<file path="src/rtl/synth_pkg.sv">
// Shared definitions for the voice scheduler.
//   vs_state_t     : scheduler FSM state encoding (IDLE / REQ / OUT)
//   sat_acc_width  : accumulator width that holds NVOICE summed SW-bit samples
//                    without overflow; saturation reduces it back to SW bits
package synth_pkg;

    typedef enum logic [1:0] {
        ST_IDLE = 2'd0,
        ST_REQ  = 2'd1,
        ST_OUT  = 2'd2
    } vs_state_t;

    function automatic int sat_acc_width(input int sw, input int nvoice);
        return sw + $clog2(nvoice);
    endfunction

endpackage

</file>
<file path="src/rtl/voice_scheduler_if.sv">
// Bus between the voice scheduler, the voice generators and the I2S transmitter.
//   frame_start  : one-cycle frame pulse from the transmitter
//   voice_en     : per-voice enable, sampled on an accepted frame_start
//   req / ack    : one-hot sample request to voice i, acknowledge from voice i;
//                  sample_in is valid in the cycle ack[i] is high with req[i]
//   out_sample / out_valid / out_ready : mixed sample to the transmitter
//   err_timeout / err_overrun : sticky error flags
//   busy         : scheduler is not IDLE
//   dbg_state    : current FSM state
// Output handshake: out_sample is held stable while out_valid is high and
// out_ready is low; a transfer happens in the cycle both are high.
// master = scheduler side, slave = environment side.
interface voice_scheduler_if
    import synth_pkg::*;
#(
    parameter int NVOICE = 4,
    parameter int SW     = 16
) ();
    logic              frame_start;
    logic [NVOICE-1:0] voice_en;
    logic [NVOICE-1:0] req;
    logic [NVOICE-1:0] ack;
    logic [SW-1:0]     sample_in;
    logic [SW-1:0]     out_sample;
    logic              out_valid;
    logic              out_ready;
    logic              err_timeout;
    logic              err_overrun;
    logic              busy;
    vs_state_t         dbg_state;

    modport master (
        input  frame_start, voice_en, ack, sample_in, out_ready,
        output req, out_sample, out_valid, err_timeout, err_overrun, busy, dbg_state
    );

    modport slave (
        output frame_start, voice_en, ack, sample_in, out_ready,
        input  req, out_sample, out_valid, err_timeout, err_overrun, busy, dbg_state
    );
endinterface

</file>
<file path="src/rtl/voice_scheduler_sat_clip.sv">
// Combinational saturation of a signed AW-bit accumulator to a signed SW-bit
// sample in [-2^(SW-1), 2^(SW-1)-1].
//   i_acc    : signed accumulator value
//   o_sample : saturated sample
module voice_scheduler_sat_clip #(
    parameter int AW = 18,
    parameter int SW = 16
) (
    input  logic signed [AW-1:0] i_acc,
    output logic        [SW-1:0] o_sample
);
    localparam logic signed [AW-1:0] MAXV = {{(AW-SW+1){1'b0}}, {(SW-1){1'b1}}};
    localparam logic signed [AW-1:0] MINV = ~MAXV;

    always_comb begin
        o_sample = i_acc[SW-1:0];
        if (i_acc > MAXV) begin
            o_sample = MAXV[SW-1:0];
        end else if (i_acc < MINV) begin
            o_sample = MINV[SW-1:0];
        end
    end
endmodule

</file>
<file path="src/rtl/voice_scheduler.sv">
// Voice scheduler: on each frame pulse, polls every enabled voice in ascending
// index order for one sample, sums them, saturates the sum and presents it to
// the I2S transmitter with a valid/ready handshake.
//   clk, rst : clock and asynchronous active-high reset
//   bus      : voice_scheduler_if master modport (see interface file)
module voice_scheduler
    import synth_pkg::*;
#(
    parameter int NVOICE  = 4,
    parameter int SW      = 16,
    parameter int TIMEOUT = 15
) (
    input logic               clk,
    input logic               rst,
    voice_scheduler_if.master bus
);
    localparam int AW = sat_acc_width(SW, NVOICE);
    localparam int IW = (NVOICE > 1) ? $clog2(NVOICE) : 1;
    localparam int CW = $clog2(TIMEOUT + 1);
    localparam logic [CW-1:0] TO_LAST = CW'(TIMEOUT - 1);

    vs_state_t            r_state;
    logic [NVOICE-1:0]    r_en_q;
    logic [IW-1:0]        r_idx;
    logic [NVOICE-1:0]    r_req;
    logic signed [AW-1:0] r_acc;
    logic [CW-1:0]        r_to_cnt;
    logic [SW-1:0]        r_out_sample;
    logic                 r_out_valid;
    logic                 r_err_to;
    logic                 r_err_ov;

    logic signed [AW-1:0] w_sample_ext;
    logic signed [AW-1:0] w_acc_next;
    logic                 w_ack_hit;
    logic                 w_timeout;
    logic [IW-1:0]        w_first_idx;
    logic [IW-1:0]        w_next_idx;
    logic                 w_has_next;
    logic [SW-1:0]        w_sat;

    // Lowest enabled voice of the incoming mask, and next higher enabled voice
    // after the current one. Descending loops let the lowest match win.
    always_comb begin
        w_first_idx = '0;
        for (int i = NVOICE - 1; i >= 0; i--) begin
            if (bus.voice_en[i]) begin
                w_first_idx = IW'(i);
            end
        end
        w_next_idx = '0;
        w_has_next = 1'b0;
        for (int i = NVOICE - 1; i >= 0; i--) begin
            if (r_en_q[i] && (IW'(i) > r_idx)) begin
                w_next_idx = IW'(i);
                w_has_next = 1'b1;
            end
        end
    end

    assign w_sample_ext = AW'($signed(bus.sample_in));
    assign w_ack_hit    = (r_state == ST_REQ) && bus.ack[r_idx] && r_req[r_idx];
    // An ack on the final cycle wins over the timeout.
    assign w_timeout    = (r_state == ST_REQ) && !w_ack_hit && (r_to_cnt == TO_LAST);
    // Sum including the sample accepted this edge, so the last voice's sample
    // reaches the saturated output in the same edge that enters OUT.
    assign w_acc_next   = w_ack_hit ? (r_acc + w_sample_ext) : r_acc;

    voice_scheduler_sat_clip #(
        .AW (AW),
        .SW (SW)
    ) u_sat_clip (
        .i_acc    (w_acc_next),
        .o_sample (w_sat)
    );

    always_ff @(posedge clk or posedge rst) begin
        if (rst) begin
            r_state      <= ST_IDLE;
            r_en_q       <= '0;
            r_idx        <= '0;
            r_req        <= '0;
            r_acc        <= '0;
            r_to_cnt     <= '0;
            r_out_sample <= '0;
            r_out_valid  <= 1'b0;
            r_err_to     <= 1'b0;
            r_err_ov     <= 1'b0;
        end else begin
            // Includes the OUT handshake cycle: the FSM is not yet IDLE there.
            if (bus.frame_start && (r_state != ST_IDLE)) begin
                r_err_ov <= 1'b1;
            end
            case (r_state)
                ST_IDLE: begin
                    if (bus.frame_start) begin
                        r_en_q   <= bus.voice_en;
                        r_acc    <= '0;
                        r_idx    <= w_first_idx;
                        r_to_cnt <= '0;
                        if (bus.voice_en == '0) begin
                            r_state      <= ST_OUT;
                            r_out_sample <= '0;
                            r_out_valid  <= 1'b1;
                        end else begin
                            r_state <= ST_REQ;
                            r_req   <= NVOICE'(1) << w_first_idx;
                        end
                    end
                end
                ST_REQ: begin
                    if (w_ack_hit || w_timeout) begin
                        r_acc    <= w_acc_next;
                        r_to_cnt <= '0;
                        if (w_timeout) begin
                            r_err_to <= 1'b1;
                        end
                        if (w_has_next) begin
                            r_idx <= w_next_idx;
                            r_req <= NVOICE'(1) << w_next_idx;
                        end else begin
                            r_req        <= '0;
                            r_state      <= ST_OUT;
                            r_out_sample <= w_sat;
                            r_out_valid  <= 1'b1;
                        end
                    end else begin
                        r_to_cnt <= r_to_cnt + 1'b1;
                    end
                end
                ST_OUT: begin
                    if (bus.out_ready) begin
                        r_out_valid <= 1'b0;
                        r_state     <= ST_IDLE;
                    end
                end
                default: begin
                    r_state <= ST_IDLE;
                end
            endcase
        end
    end

    assign bus.req         = r_req;
    assign bus.out_sample  = r_out_sample;
    assign bus.out_valid   = r_out_valid;
    assign bus.err_timeout = r_err_to;
    assign bus.err_overrun = r_err_ov;
    assign bus.busy        = (r_state != ST_IDLE);
    assign bus.dbg_state   = r_state;
endmodule

</file>
<file path="src/flat_wrapper.sv">
// flat-port wrapper written by rule: the top's interface ports become plain ports
module voice_scheduler_flat import synth_pkg::*;
#(
    parameter int NVOICE  = 4,
    parameter int SW      = 16,
    parameter int TIMEOUT = 15
)
  (clk, rst, bus_frame_start, bus_voice_en, bus_ack, bus_sample_in, bus_out_ready, bus_req, bus_out_sample, bus_out_valid, bus_err_timeout, bus_err_overrun, bus_busy, bus_dbg_state);
  voice_scheduler_if #(.NVOICE(NVOICE), .SW(SW)) bus_i ();
  input logic clk;
  input logic rst;
  input wire logic [$bits(bus_i.frame_start)-1:0] bus_frame_start;
  input wire logic [$bits(bus_i.voice_en)-1:0] bus_voice_en;
  input wire logic [$bits(bus_i.ack)-1:0] bus_ack;
  input wire logic [$bits(bus_i.sample_in)-1:0] bus_sample_in;
  input wire logic [$bits(bus_i.out_ready)-1:0] bus_out_ready;
  output wire logic [$bits(bus_i.req)-1:0] bus_req;
  output wire logic [$bits(bus_i.out_sample)-1:0] bus_out_sample;
  output wire logic [$bits(bus_i.out_valid)-1:0] bus_out_valid;
  output wire logic [$bits(bus_i.err_timeout)-1:0] bus_err_timeout;
  output wire logic [$bits(bus_i.err_overrun)-1:0] bus_err_overrun;
  output wire logic [$bits(bus_i.busy)-1:0] bus_busy;
  output wire logic [$bits(bus_i.dbg_state)-1:0] bus_dbg_state;
  assign bus_i.frame_start = bus_frame_start;
  assign bus_i.voice_en = bus_voice_en;
  assign bus_i.ack = bus_ack;
  assign bus_i.sample_in = bus_sample_in;
  assign bus_i.out_ready = bus_out_ready;
  assign bus_req = bus_i.req;
  assign bus_out_sample = bus_i.out_sample;
  assign bus_out_valid = bus_i.out_valid;
  assign bus_err_timeout = bus_i.err_timeout;
  assign bus_err_overrun = bus_i.err_overrun;
  assign bus_busy = bus_i.busy;
  assign bus_dbg_state = bus_i.dbg_state;
  voice_scheduler #(.NVOICE(NVOICE), .SW(SW), .TIMEOUT(TIMEOUT)) u_core (.clk(clk), .rst(rst), .bus(bus_i));
endmodule
</file>
<file path="config.mk">
export PLATFORM = sky130hd
export DESIGN_NAME = voice_scheduler_flat
export DESIGN_NICKNAME = d
export VERILOG_FILES = /design/src/rtl/synth_pkg.sv /design/src/rtl/voice_scheduler_if.sv /design/src/rtl/voice_scheduler_sat_clip.sv /design/src/rtl/voice_scheduler.sv /design/src/flat_wrapper.sv
export SDC_FILE = /design/constraint.sdc
export NUM_CORES = 1
export LEC_CHECK = 0
export BUFFER_PORTS_ARGS = -buffer_cell sky130_fd_sc_hd__clkbuf_2
export CAP_MARGIN = 5
export CORE_MARGIN = 10
export CORE_UTILIZATION = 50
export CTS_BUF_LIST = sky130_fd_sc_hd__clkbuf_16
export CTS_CLUSTER_SIZE = 40
export DETAILED_ROUTE_END_ITERATION = 10
export GPL_TIMING_DRIVEN = 1
export PLACE_DENSITY = 0.72
export SYNTH_ARGS = -nofsm -noshare
export SYNTH_HDL_FRONTEND = slang
export SYNTH_SLANG_ARGS = --single-unit
export TNS_END_PERCENT = 20
</file>
<file path="constraint.sdc">
create_clock -name clk -period 4.7 [get_ports clk]
set_clock_uncertainty 0.05 [all_clocks]
set_input_delay 0.94 -clock clk [delete_from_list [all_inputs] [get_ports clk]]
set_output_delay 0.94 -clock clk [all_outputs]
set_load 0.03 [all_outputs]
</file>
Word-level counts from Yosys, hierarchy flattened
Cells that the tools add are included.
W data, S select, Z words.
Operators by class
  add/subtract/negate cells: 2
  multiply operators: 0
  divide/modulo/power cells: 0
  $lt $le $gt $ge: 7
  eq/ne operators: 10
  shifts and indexed selects: 2
  multiplexer cells: 51
  bitwise logic cells: 0
  reductions and logical operators: 25
Operators by type and width (count)
  $mux W16: 6
  $mux W18: 3
  $pmux W18 S2: 1
  $mux W2: 16
  $pmux W16 S2: 1
  $mux W4: 6
  $add A18 B16 Y18: 1
  $gt A18 B16 Y1 const B: 1
  $lt A18 B16 Y1 const B: 1
  $pmux W4 S2: 2
  $reduce_and A4 Y1: 3
  $mux W1: 11
  $ne A2 B2 Y1 const B: 5
  $logic_and A1 B1 Y1: 9
  $shl A1 B2 Y4 const A: 2
  $pmux W2 S3: 1
  $reduce_and A3 Y1: 2
  $reduce_and A6 Y1: 1
  $reduce_and A5 Y1: 1
  $add A4 B1 Y4 const B: 1
  $bmux W1 S2: 2
  $eq A4 B4 Y1 const B: 1
  $gt A1 B2 Y1 const A: 2
  $gt A2 B2 Y1 const A: 2
  other kinds (13): 16
Word-level totals
  register bits after elaboration: 53
  bits in latches: 0
  memory bits (writable): 0
  memory bits (read-only): 0
  input bits: 28
  output and inout bits: 26
  logic and storage cells: 107
  memories: 0

Longest topological paths before layout
  depth in word-level cells: 11
  mapped depth: 11
  gate-level depth less buffers: 10

By module
Synthesis repeated with hierarchy kept, for this count alone.
Second synthesis, totals
  cells, all modules: 419
  area, all modules: 3658.5 um^2
Modules (own cells, without submodules)
  voice_scheduler: instances 1, cells an instance 365, area an instance 3331.9 um^2, sequential area each 1301.2 um^2
  voice_scheduler_sat_clip: instances 1, cells an instance 54, area an instance 326.6 um^2, sequential area each 0.0 um^2

Worst setup path after synthesis
Ideal clock, no wire load.
  path kind: in2reg
  from: input bus_sample_in[0]
  to: register u_core.r_out_sample[10] (netlist: u_core.bus.out_sample[10])
  setup time: 146 ps
  arrival: 3295 ps
  data required time: 4504 ps
  path slack: 1209 ps
  stages: 11
  buffers on the path: 1
  path through: ha_1 -> inv_1 -> fa_1 -> and2b_1 -> o211ai_1 -> a2111oi_2 -> o21ai_0 -> xnor2_2 -> a211oi_4 -> buf_6 -> o311ai_2
On the way
  word-level cells in the longest chain between the ends: 8
  elaborated cells between the ends (all ways): 9
  those cells by class: add/sub (1); order compare (2); mux (6)
Ends and longest elaborated chain
  start, declared: line flat_wrapper.sv:15  | input wire logic [$bits(bus_i.sample_in)-1:0] bus_sample_in;
  $add A18 B16 Y18 *: line voice_scheduler.sv:67  | assign w_acc_next = w_ack_hit ? (r_acc + w_sample_ext) : r_acc;
  $mux W18 *: line voice_scheduler.sv:67
  $lt A18 B16 Y1: line voice_scheduler_sat_clip.sv:19  | end else if (i_acc < MINV) begin
  $mux W16: line voice_scheduler_sat_clip.sv:19
  $mux W16 *: line voice_scheduler_sat_clip.sv:17  | if (i_acc > MAXV) begin
  $mux W16 *: line voice_scheduler.sv:118  | if (w_has_next) begin
  $mux W16 *: line voice_scheduler.sv:112  | if (w_ack_hit || w_timeout) begin
  $pmux W16 S2 *: line voice_scheduler.sv:94  | case (r_state)
  end signal, assigned: line voice_scheduler.sv:124  | r_out_sample <= w_sat;
  end, declared: line voice_scheduler.sv:28  | logic [SW-1:0] r_out_sample;
Mark *: on every way between the ends. The rest lies on a longest branch, timed or not. The select of a mux whose other input is x is not followed.
A chain may end at the register's enable or synchronous reset.

Worst setup path in the final report
  from: input bus_sample_in[0]
  to: register u_core.r_out_sample[5] (netlist: u_core.bus.out_sample[5])
Same word-level chain as after synthesis.

==> key figures <==
Logic synthesis
  • Synth Cell Area: 0.003497 sq mm
  • Primary FF master, synth: dfrtp_1
  • Post-synth top area cell: dfrtp_1
  • Yosys warns: 0
  • Netlist cell types: between 60 and 70
  • Synthesized area per cell: just over 9 sq um
  • Syn Inst Count: around 380
  • Post-synth EDFFs: 0
  • Share of the synthesized area in the top cell type: around 37%
  • Post-Syn Nets: 431
  • Synthesis-stage register bit count: 52
  • Async S/R FF share, synth: 100.0%
  • Largest cells by area after synthesis: dfrtp_1, nand2_1, ha_1, o21ai_0, a21oi_1
  • Sequential share of the synthesized area: a little under two fifths

Place
  • GP Congestion: 0.8833
  • Post-DP HPWL: ~6900 um
  • Buffers on Ports: 53

Setup path
  • Crit-path cells: clkbuf_2 -> ha_1 -> inv_1 -> fa_1 -> and2b_1 -> o211ai_1 -> a2111oi_2 -> o21ai_0 -> xnor2_2 -> o221ai_4 -> o311ai_0
  • CP peak stage delay: about 0.53 ns
  • Worst r2r dst: u_core.bus.out_sample[5]$_DFFE_PP0P_
  • Top cell family by delay on the critical path: compound AO/OA/AOI/OAI gates
  • Crit. End Element: flop
  • Reg2Reg Depth: 10
  • Crit path arrival time: between 3 and 4 ns
  • Startpoint types: input port
  • Critical path buffers and inverters: 2
  • Flop-to-flop setup slack: ~1.3 ns
  • Slowest-stage cell, CP: a2111oi_2
  • Req. time, crit path: between 4 and 5 ns
  • Crit path kind: in -> reg
  • CP max FO: 15
  • R2r startpoint: u_core.r_acc[0]$_DFFE_PP0P_

Route
  • Via count: about 3100
  • Final wirelength: between 9000 and 10000 um
  • DRC: 0
  • TritonRoute pass-1 iters: 5
  • Drt via density: ~5.8
  • Antenna Nets Post-Route: 0
  • WL/cell: 17.15 um
  • Initial DRC count: around 170

Worst hold path
  • Worst min-delay path startpoint: u_core.bus.err_overrun$_DFFE_PP0P_
  • Hold EP: u_core.bus.err_overrun$_DFFE_PP0P_
  • Worst hold stages: 1
  • Tightest Hold Check Type: reg -> reg

Power
  • Maximum vdd drop: 333.5 uV
  • Leakage: around 1.8 nW
  • Power Dens Cells: between 500 and 600 mW/mm^2

Clock tree
  • Resized cells post-CTS: 0
  • Insertion delay to the later sink of the worst-skew pair: roughly 0.29 ns
  • H-tree depth: 2
  • Setup Buffers After CTS: 0
  • TritonCTS Sinks: 52
  • CTS Buf Count: 5
  • Clock Path Buffers: 2
  • Clock-pin slew on the worst setup and hold paths: ~0.07 ns
  • Clock root cell: clkbuf_16
  • # hold bufs at CTS: 0
  • CTS tree: built

GRT
  • Via count of the first global-routing pass: around 3200
  • Largest net degree at the start of global routing: 53
  • Initial antenna violation count: 0
  • GRT Overall Usage: between 10% and 20%
  • First-pass GRT wire length: around 15000 um
  • GRT overflow: 0

STA
  • TNS Setup: 0 ns
  • Worst Max-Slew Pin Slew: slightly above 0.7 ns
  • Relative slew slack: a little over half
  • Setup Viol. Count Final: 0
  • Fin crit period: between 3 and 4 ns
  • Hold WS: 0.4122 ns
  • Unrepaired setup endpoints after global routing: false
  • F_max: 267.4 MHz
  • Final worst path period share: 79.55%
  • Final Max Slew Viols: 0
  • Fin. Hold Viols: 0

Floorplanning
  • Initial Util: between 50% and 60%
  • Die Y-Extent: 103.6 um
  • Core area: about 0.0068 sq mm
  • Row cnt: 30
  • Die X-Extent: around 100 um
  • Die area: roughly 0.011 sq mm
  • IO Pins: 54

Layout
  • Synthesis-to-layout area growth: 14.38%
  • Finished Core Util: between 50% and 60%
  • Number of nets in the layout: about 480
  • Layout cell share with drive strength beyond 1: between 20% and 30%
  • Number of diodes: 0

Status
  • Status: finished, final reports clean

Job
  • Max Cap Viol: 0
## stage by stage
stage | power, mW | setup WS, ns | cells | area [sq um]
after floorplan | 1.581 | 1.209 | 383 | 3497
after global placement | 1.897 | 0.7552 | 525 | 3857
after detailed placement | 1.921 | 0.6556 | 525 | 3857
after CTS | 2.294 | 0.9460 | 533 | 4000
after global routing | 2.467 | 0.7605 | 533 | 4000
final | 2.284 | 0.9610 | 533 | 4000
## cell usage after synthesis (3+ instances only)
cell and count:
nand2_1 69, dfrtp_1 52, o21ai_0 41, nor2_1 26, a21oi_1 23, ha_1 19
inv_1 15, mux2i_1 9, xnor2_1 8, clkbuf_1 7, nand3_1 7, a21o_1 6
nor3_1 6, and3_1 5, o211ai_1 5, o311ai_2 5, o31ai_1 5, nor2b_1 4
o21ai_1 4, o311ai_0 4, a22o_1 3, a31oi_1 3, and2_1 3, nand2b_1 3
o21bai_1 3, xor2_1 3
## worst reg2reg max path, delay by kind of cell (launching register included)
kind,cells,cell delay [ns]
flops,1,0.38
xor+xnor,1,0.23
buf+inv,1,0.07
fa+ha+maj,2,0.58
compound gates,5,1.68
simple gates,1,0.23
## registers in the layout (all words and copies together) (netlist names)
| register | flops |
|---|---|
| u_core.r_acc | 18 |
| u_core.bus.out_sample | 16 |
| u_core.bus.req | 4 |
| u_core.r_to_cnt | 4 |
| u_core.r_en_q | 3 |
| u_core.bus.dbg_state | 2 |
| u_core.r_idx | 2 |
| u_core.bus.err_overrun | 1 |
| u_core.bus.err_timeout | 1 |
| u_core.bus.out_valid | 1 |
## power by group
group          switching, mW  internal [mW]  leakage [nW]
Sequential             0.134          0.589         0.694
Combinational          0.791          0.404          1.06
Clock                  0.170          0.197        0.0716
Total                   1.09           1.19          1.82
## routing by layer
| layer | wire length, um | GRT usage (%) | vias up |
|---|---|---|---|
| met5 | 0 | 0 | - |
| met3 | 644 | 4.461 | 8 |
| met4 | 118 | 4.536 | 0 |
| met1 | 4024 | 21.10 | 1481 |
| li1 | - | - | 1505 |
| met2 | 4355 | 27.84 | 100 |
## cells by family (layout without fill, tap and decap cells)
group | Yosys count | after routing | share of synthesized area (%)
mux | 14 | 14 | 4.687
simple gates | 134 | 134 | 17.03
flops | 52 | 52 | 37.21
buf+inv | 27 | 81 | 3.399
compound gates | 124 | 124 | 27.08
xor+xnor | 12 | 12 | 3.220
fa+ha+maj | 20 | 20 | 7.370
## worst max path at each step
stage                     cells after the start        startpoint                                     to  slack (ns)
after floorplan                              11  bus_sample_in[0]  u_core.bus.out_sample[10]$_DFFE_PP0P_        1.21
after global placement                       11  bus_sample_in[0]   u_core.bus.out_sample[3]$_DFFE_PP0P_        0.76
after detailed placement                     11  bus_sample_in[0]   u_core.bus.out_sample[2]$_DFFE_PP0P_        0.66
after CTS                                    11  bus_sample_in[0]   u_core.bus.out_sample[2]$_DFFE_PP0P_        0.95
after global routing                         11  bus_sample_in[0]   u_core.bus.out_sample[5]$_DFFE_PP0P_        0.76
final                                        11  bus_sample_in[0]   u_core.bus.out_sample[5]$_DFFE_PP0P_        0.96
## cells in the final DEF, fill, tap and decap left out, types with 2 or more instances in the layout
cell type	count
a21o_1	6
a21oi_1	23
a22o_1	3
a311o_1	2
a31oi_1	3
a32oi_2	2
and2_1	3
and2b_1	2
and3_1	5
buf_4	5
clkbuf_16	5
clkbuf_2	53
dfrtp_1	52
ha_1	19
inv_1	14
mux2_2	2
mux2i_1	9
nand2_1	69
nand2b_1	3
nand3_1	7
nor2_1	26
nor2b_1	4
nor3_1	6
o211ai_1	5
o21ai_0	41
o21ai_1	4
o21bai_1	3
o311ai_0	4
o311ai_2	5
o311ai_4	2
o31ai_1	5
o32a_1	2
or3_1	2
xnor2_1	8
xor2_1	3
## area by class of cell
cell class | instances | area (sq um)
fill | 604 | 2794
multi-input combinational | 304 | 2077
sequential | 52 | 1301
timing repair buffer | 58 | 302.8
clock buffer | 5 | 125.1
tap | 96 | 120.1
inverter | 15 | 56.30
clock inverter | 3 | 17.52
Note: power is estimated with default switching activity, not from simulation.
